### config.mk
export PLATFORM = sky130hd
export DESIGN_NAME = pc_fetch_unit
export DESIGN_NICKNAME = d
export VERILOG_FILES = /design/src/rtl/pc_fetch_unit.sv
export SDC_FILE = /design/constraint.sdc
export NUM_CORES = 1
export LEC_CHECK = 0
export ABC_CLOCK_PERIOD_IN_PS = 12100
export CAP_MARGIN = 15
export CORE_MARGIN = 5
export CORE_UTILIZATION = 55
export DETAILED_ROUTE_END_ITERATION = 8
export PLACE_DENSITY = 0.91
export SYNTH_ARGS = -nofsm -noshare
export SYNTH_HDL_FRONTEND = slang
export SYNTH_SLANG_ARGS = --single-unit
### constraint.sdc
create_clock -name clk -period 12.1 [get_ports clk]
set_input_delay 2.42 -clock clk [delete_from_list [all_inputs] [get_ports clk]]
set_output_delay 2.42 -clock clk [all_outputs]
set_load 0.01 [all_outputs]
### src/rtl/pc_fetch_unit.sv
// Program counter and instruction fetch sequencer feeding the decoder, with MIPS delay-slot redirect.
// Latency: fetch takes 1 cycle plus memory wait cycles; inst_valid rises the cycle after the read completes.
// Backpressure: memory stalls via waitrequest hold read/address; the control block holds EXEC by withholding endi.
module pc_fetch_unit #(
    parameter logic [31:0] RESET_VECTOR = 32'hBFC0_0000
) (
    input  logic        clk,
    input  logic        reset,
    input  logic        waitrequest,
    input  logic [31:0] readdata,
    input  logic        endi,
    input  logic        branchtrue,
    input  logic        jumptrue,
    input  logic        jrtrue,
    input  logic [31:0] jr_target,
    output logic [31:0] address,
    output logic        read,
    output logic [31:0] inst,
    output logic        inst_valid,
    output logic [31:0] link_addr,
    output logic        active
);

    typedef enum logic [1:0] {
        FETCH = 2'd0,
        EXEC  = 2'd1,
        HALT  = 2'd2
    } state_t;

    state_t      state_q, state_d;
    logic [31:0] pc_q, pc_d;
    logic [31:0] inst_q, inst_d;
    logic        pend_valid_q, pend_valid_d;
    logic [31:0] pend_target_q, pend_target_d;

    logic [31:0] pc_plus4;
    logic [31:0] branch_off;
    logic [31:0] target;
    logic [31:0] nxt_pc;
    logic        taken;

    always_comb begin
        pc_plus4   = pc_q + 32'd4;
        branch_off = {{14{inst_q[15]}}, inst_q[15:0], 2'b00};
        taken      = jrtrue | jumptrue | branchtrue;

        // JR wins over J, which wins over a conditional branch
        if (jrtrue) begin
            target = jr_target & 32'hFFFF_FFFC;
        end else if (jumptrue) begin
            target = {pc_plus4[31:28], inst_q[25:0], 2'b00};
        end else begin
            target = pc_plus4 + branch_off;
        end

        if (pend_valid_q) begin
            nxt_pc = pend_target_q;
        end else begin
            nxt_pc = pc_plus4;
        end
    end

    always_comb begin
        state_d       = state_q;
        pc_d          = pc_q;
        inst_d        = inst_q;
        pend_valid_d  = pend_valid_q;
        pend_target_d = pend_target_q;

        case (state_q)
            FETCH: begin
                if (!waitrequest) begin
                    inst_d  = readdata;
                    state_d = EXEC;
                end
            end
            EXEC: begin
                if (endi) begin
                    pc_d         = nxt_pc;
                    pend_valid_d = taken;
                    if (taken) begin
                        pend_target_d = target;
                    end
                    state_d = (nxt_pc == 32'd0) ? HALT : FETCH;
                end
            end
            HALT: begin
                state_d = HALT;
            end
            default: begin
                state_d = FETCH;
            end
        endcase
    end

    always_ff @(posedge clk) begin
        if (reset) begin
            state_q       <= FETCH;
            pc_q          <= RESET_VECTOR;
            inst_q        <= 32'd0;
            pend_valid_q  <= 1'b0;
            pend_target_q <= 32'd0;
        end else begin
            state_q       <= state_d;
            pc_q          <= pc_d;
            inst_q        <= inst_d;
            pend_valid_q  <= pend_valid_d;
            pend_target_q <= pend_target_d;
        end
    end

    // reset gates the request combinationally so an in-flight read is abandoned that same cycle
    assign address    = pc_q;
    assign read       = (state_q == FETCH) && !reset;
    assign inst       = inst_q;
    assign inst_valid = (state_q == EXEC) && !reset;
    assign link_addr  = pc_q + 32'd8;
    assign active     = reset || (state_q != HALT);

endmodule

* After elaboration in Yosys (flattened, before gate mapping)
Cells that the tools add are included.
** Operators by class
- Add/sub/neg operators :: 3
- Equal/unequal tests :: 5
- Mux-type cells :: 7
- Bitwise gates (word level) :: 3
- Reductions and logical operators :: 10
** Operators by type and width (number)
- 2-to-1 mux 32 bit :: 3
- adder 32 x 3 -> 32 bit, second input constant :: 1
- adder 32 bit :: 1
- adder 32 x 4 -> 32 bit, second input constant :: 1
- logical NOT 32 bit :: 1
- 2-to-1 mux 2 bit :: 3
- inequality test 2 bit, second input constant :: 3
- one-hot mux 2 bit (3 select lines) :: 1
- AND reduction 2 bit :: 3
- AND reduction 3 bit :: 1
- == test 2 x 1 -> 1 bit, second input constant :: 1
- == test 2 bit, second input constant :: 1
- logical AND 1 bit :: 2
- logical NOT 2 bit :: 1
- OR 1 bit :: 2
- logical NOT 1 bit :: 1
- logical OR 1 bit :: 1
- NOT 1 bit :: 1
** Storage, ports and cells
- Bits in registers :: 99
- Bits of input ports :: 71
- Output and inout bits :: 99
- Logic and storage cells :: 33

* Depth between registers and ports, before layout
- Depth in word-level cells :: 6
- Mapped depth :: 18
- Gate-level depth less buffers :: 17

* Worst setup path before layout
OpenSTA, ideal clock, no wires.
- Path type :: input port to output port
- Start point :: input reset
- End point :: output active
- Data arrival time :: 3134 ps
- Data required time :: 9680 ps
- Slack :: 6546 ps
- Stages :: 4
- Path buffers :: 2
- Path through :: clkbuf_1 buf_1 nor2_1 nand2_1
** On the way
- Word-level cells in the longest chain between the ends :: 1
** RTL lines
- start, declared :: line 8 : input logic reset,
- logical OR 1 bit :: line 118 : assign active = reset || (state_q != HALT);
- end, declared :: line 21 : output logic active
No other way between the ends.

* Final worst setup path
Same ends and word-level chain as after synthesis.

==> results <==
- The flow ran to the end, and the final reports show no timing, DRC or antenna violations.
- The global-route wire length before repair is around 35000 µm.
- With fillers left out, the area of the finished cells amounts to about 0.0093 mm².
- The final number of hold-violating endpoints is 0.
- Setup violations remaining at the end of the flow were counted as 0.
- Between clock sinks in the finished design, the worst skew comes to 0.00842 ns.
- The startpoint of the worst setup timing path is reset.
- Counting distinct cell types in the post-synthesis netlist gives 73.
- The post-CTS setup-driven buffer insertion count is 0.
- The synthesized design contains slightly below 100 register bits.
- The accumulated negative setup slack is 0 ns.
- The core region area is ~0.013 mm².
- The overall overflow remaining after global route is 0.
- For the worst-skew pair, the clock arrives at the later sink with an insertion delay of roughly 0.36 ns.
- The die is 125 µm tall.
- The number of antenna violations at the first check in global routing is 0.
- The cell count after synthesis is 1000.
- After detailed placement, the total cell area comes to 0.00896 mm².
- The path type of the worst setup path is input port to output port.
- The clock tree buffer depth is 2.
- For the worst setup path, the data arrival time is ~4 ns.
- Static timing analysis puts the maximum clock frequency at around 160 MHz.
- STA classifies the critical path startpoint as an input port.
- Using the TritonRoute via totals, the vias-per-cell ratio works out to ~6.0.
- The area growth from synthesis to layout is 26.4%.
- Entering global routing, the biggest net connects between 90 and 100 pins.
- The number of violations reported at the end of detailed-routing iteration 0 is 917.
- The fraction of the cycle the final worst path needs is between 50 and 60%.
- The half-perimeter wire length after detailed placement is approximately 16000 µm.
- The critical path ends at active.
- The kind of end point of the critical path is an output port.
- The via total after detailed routing is 7750.
- The analysis attributes to cell leakage a power of between 3 and 4 nW.
- Per report_power, the sequential group accounts for 42.9% of the total.
- Max-cap violations in this run came to 0.
- The first detailed-routing pass took 5 iterations.
- The layout net count is about 1200.
- Per report_power, the combinational group accounts for around a quarter of the total.
- Cells with a size suffix above 1 make up 4.49% of the layout.
- In this run switching power makes up 31.2% of total power.
- The setup slack of the worst register-to-register path is just over 7 ns.
- The number of nets produced by synthesis is around 1100.
- In the post-route analysis, the smallest setup slack over all paths is approximately 5.7 ns.
- The analysis attributes to net switching a power of around 0.26 mW.
- In the final routed layout, each cell accounts on average for between 15 and 20 µm.
- Summing internal, switching and leakage power gives between 0.8 and 0.9 mW.
- The endpoint identified for the worst register-to-register timing path is pend_target_q[31]$_SDFFE_PP0P_.
- The start of the worst register-to-register path is address[2]$_SDFFE_PP0P_.
- The total global-route track usage is between 20% and 30%.
- At the end of routability-driven placement, the weighted congestion stood at slightly above 0.9.
- The detail route stage leaves a number of antenna-violating nets equal to 0.
- The routed design could run at a clock period as short as roughly 6.4 ns.
- The combined area of all synthesized cells is 0.00733 mm².
- Once the clock tree was built, the resizer swapped 0 gates to a different size.
- The number of pins with negative max-slew slack in the final report came to 0.
- The type of the tightest min-delay check is flop to flop.
- Internal power comes to roughly 0.58 mW.
- Once the floorplan was initialized, standard cells occupied a little under three fifths of the core.
- The number of top-level design ports is 170.
- The fraction of power consumed by the clock network is about a third.
- The routed design has around 22000 µm of wire.
- The count of yosys warnings during synthesis is 0.
- In this run the worst path has a maximum fanout of roughly 90.
- The number of buffers added by the clock tree synthesis step is 9.
- After synthesis, the share of flip-flops with an asynchronous set or reset is 0%.
- 0 antenna diodes ended up in the layout.
- The cell at the root of the clock tree is sky130_fd_sc_hd__clkbuf_16.
- The area used by multi-input combinational logic is around 0.0049 mm².
- The total die area is 0.0157 mm².
- After filler insertion, the fill cell instance count of the layout stands at 1088.
- The sequential cell area is 0.00198 mm².
- The per-instance average area after synthesis is 7.33 µm².
- The port buffer count is about 170.
- Data on the critical path is required at its endpoint by about 9.7 ns.
- The sequential area share after synthesis is a little over a quarter.
- In this run the number of H-tree levels came out at 3.
- The width of the die is 125 µm.
- The largest voltage drop on the vdd net is about 0.074 mV.
- Measured in cells, the most critical reg-to-reg path has a length of 15.
- The pre-CTS setup slack is 5.69 ns.
- The CTS tree is built.
- Buffers inserted to repair hold after CTS numbered 0.
- In the synthesized netlist the dominant register cell turns out to be sky130_fd_sc_hd__dfxtp_1.
- After clock tree synthesis, the clock-pin slew on the worst setup and hold paths is roughly 0.070 ns.
- Measured against its own limit, the worst slew margin works out to ~35%.
- The measured slew at the worst slew-check pin is between 0.9 and 1 ns.
- The total number of placement rows is 42.
- Setup repair after global routing left no endpoint under its margin.
- The clock net in this run drives a total of 99 sinks.
- The number of synthesized flops with an enable pin is 0.
- For this run, design rule violations remaining after detail routing come to 0.
- The power density over the cells is slightly above 90 mW/mm².
- The via count of the first global-routing pass is a little under 7000.
metrics by stage:
step,hold slack (ns),cells,utilization [%]
finish,0.454,1290,70.5
global route,0.470,1290,70.5
CTS,0.455,1289,70.3
detailed placement,0.447,1273,68.2
global placement,0.441,1273,68.2
floorplan,0.431,1000,-
flip-flops by register name (all words and copies together) (netlist names):
signal	cells
address	32
inst	32
pend_target_q	32
pend_valid_q	1
state_q	2
layout make-up:
cell class                 instances  share of cell area, %
multi-input combinational        803                   53.4
sequential                        99                   21.4
timing repair buffer             178                   19.1
clock buffer                      10                   2.47
tap                              176                   2.38
inverter                          18                  0.729
clock inverter                     6                  0.527
synth_stat cells, types with 3 or more instances:
library cell	number	area share (%)
sky130_fd_sc_hd__clkbuf_1	56	2.9
sky130_fd_sc_hd__a311oi_1	3	0.36
sky130_fd_sc_hd__nor2_1	102	5.2
sky130_fd_sc_hd__o21ai_0	39	2.7
sky130_fd_sc_hd__o211ai_1	29	3.0
sky130_fd_sc_hd__and4_1	5	0.60
sky130_fd_sc_hd__nand4_1	14	1.2
sky130_fd_sc_hd__nand3_1	24	1.6
sky130_fd_sc_hd__buf_1	9	0.46
sky130_fd_sc_hd__a41oi_1	3	0.36
sky130_fd_sc_hd__and2_1	3	0.26
sky130_fd_sc_hd__or4_1	3	0.31
sky130_fd_sc_hd__ha_1	37	6.3
sky130_fd_sc_hd__a21o_1	18	1.8
sky130_fd_sc_hd__buf_2	7	0.48
sky130_fd_sc_hd__buf_4	6	0.61
sky130_fd_sc_hd__nor2b_1	7	0.60
sky130_fd_sc_hd__nand2_1	164	8.4
sky130_fd_sc_hd__a211oi_1	11	1.1
sky130_fd_sc_hd__xnor2_1	46	5.5
sky130_fd_sc_hd__a221oi_1	9	1.1
sky130_fd_sc_hd__o21ai_1	3	0.20
sky130_fd_sc_hd__and3_1	9	0.77
sky130_fd_sc_hd__nor3_1	26	1.8
sky130_fd_sc_hd__o22ai_1	4	0.34
sky130_fd_sc_hd__or3_1	10	0.85
sky130_fd_sc_hd__o21a_1	4	0.41
sky130_fd_sc_hd__xor2_1	34	4.1
sky130_fd_sc_hd__a31oi_1	5	0.43
sky130_fd_sc_hd__nand2b_1	9	0.77
sky130_fd_sc_hd__mux2i_1	18	2.5
sky130_fd_sc_hd__dfxtp_1	99	27
sky130_fd_sc_hd__inv_1	18	0.92
sky130_fd_sc_hd__nor4_1	7	0.60
sky130_fd_sc_hd__o221ai_1	3	0.36
sky130_fd_sc_hd__a21oi_1	109	7.4
cell usage in the layout (no fill, tap or decap), drive strengths merged, types with 10 or more instances in the layout:
master         count
nand3             26
clkdlybuf4s50    166
o211ai            29
o21ai             43
a21o              19
ha                37
a221oi            11
mux2i             18
a211oi            12
xor2              35
inv               21
nand4             15
dfxtp             99
nor3              27
clkbuf            10
nor2             105
nand2            166
buf               12
or3               10
a21oi            109
xnor2             46
worst min-delay path by stage:
| stage | startpoint | end | cells after the start |
|---|---|---|---|
| 6_report | inst[31]$_SDFFE_PP0P_ | inst[31]$_SDFFE_PP0P_ | 2 |
| 5_1_grt | inst[31]$_SDFFE_PP0P_ | inst[31]$_SDFFE_PP0P_ | 2 |
| 4_1_cts | inst[31]$_SDFFE_PP0P_ | inst[31]$_SDFFE_PP0P_ | 2 |
| 3_5_place_dp | inst[30]$_SDFFE_PP0P_ | inst[30]$_SDFFE_PP0P_ | 2 |
| 3_3_place_gp | inst[28]$_SDFFE_PP0P_ | inst[28]$_SDFFE_PP0P_ | 2 |
| 2_1_floorplan | pend_target_q[11]$_SDFFE_PP0P_ | pend_target_q[11]$_SDFFE_PP0P_ | 2 |
cell families (layout without fill, tap and decap cells):
| group | count (synthesis) | in the layout | share of synthesized area, % |
|---|---|---|---|
| mux | 18 | 18 | 2.46 |
| xor+xnor | 81 | 81 | 9.79 |
| simple gates | 400 | 400 | 25.4 |
| compound gates | 266 | 266 | 23.2 |
| buf+inv | 98 | 212 | 5.57 |
| flops | 99 | 99 | 27.0 |
| fa+ha+maj | 38 | 38 | 6.59 |
routing by layer:
| metal | part of all wire [%] | wire [µm] | vias to the layer above | global-route usage (%) |
|---|---|---|---|---|
| met3 | 9.8 | 2160 | 32 | 5.59 |
| met1 | 44 | 9690 | 3588 | 37.6 |
| met2 | 44 | 9780 | 381 | 40.9 |
| met4 | 1.9 | 427 | 0 | 9.38 |
| li1 | - | - | 3749 | - |
| met5 | 0 | 0 | - | 0 |
worst max-delay path, stage by stage:
cell and delay, ns:
sky130_fd_sc_hd__buf_2 0.08, sky130_fd_sc_hd__buf_4 0.72, sky130_fd_sc_hd__nor2_1 0.08, sky130_fd_sc_hd__nand2_1 0.15, sky130_fd_sc_hd__clkdlybuf4s50_1 0.55
power groups by stage:
stage                     Clock, mW  Sequential (mW)  Combinational [mW]
after floorplan                   0            0.364               0.116
after global placement            0            0.366               0.188
after detailed placement          0            0.366               0.191
after CTS                     0.283            0.359               0.192
after global routing          0.296            0.361               0.213
final                         0.283            0.359               0.195
No activity file was read; power rests on OpenSTA's default activity.
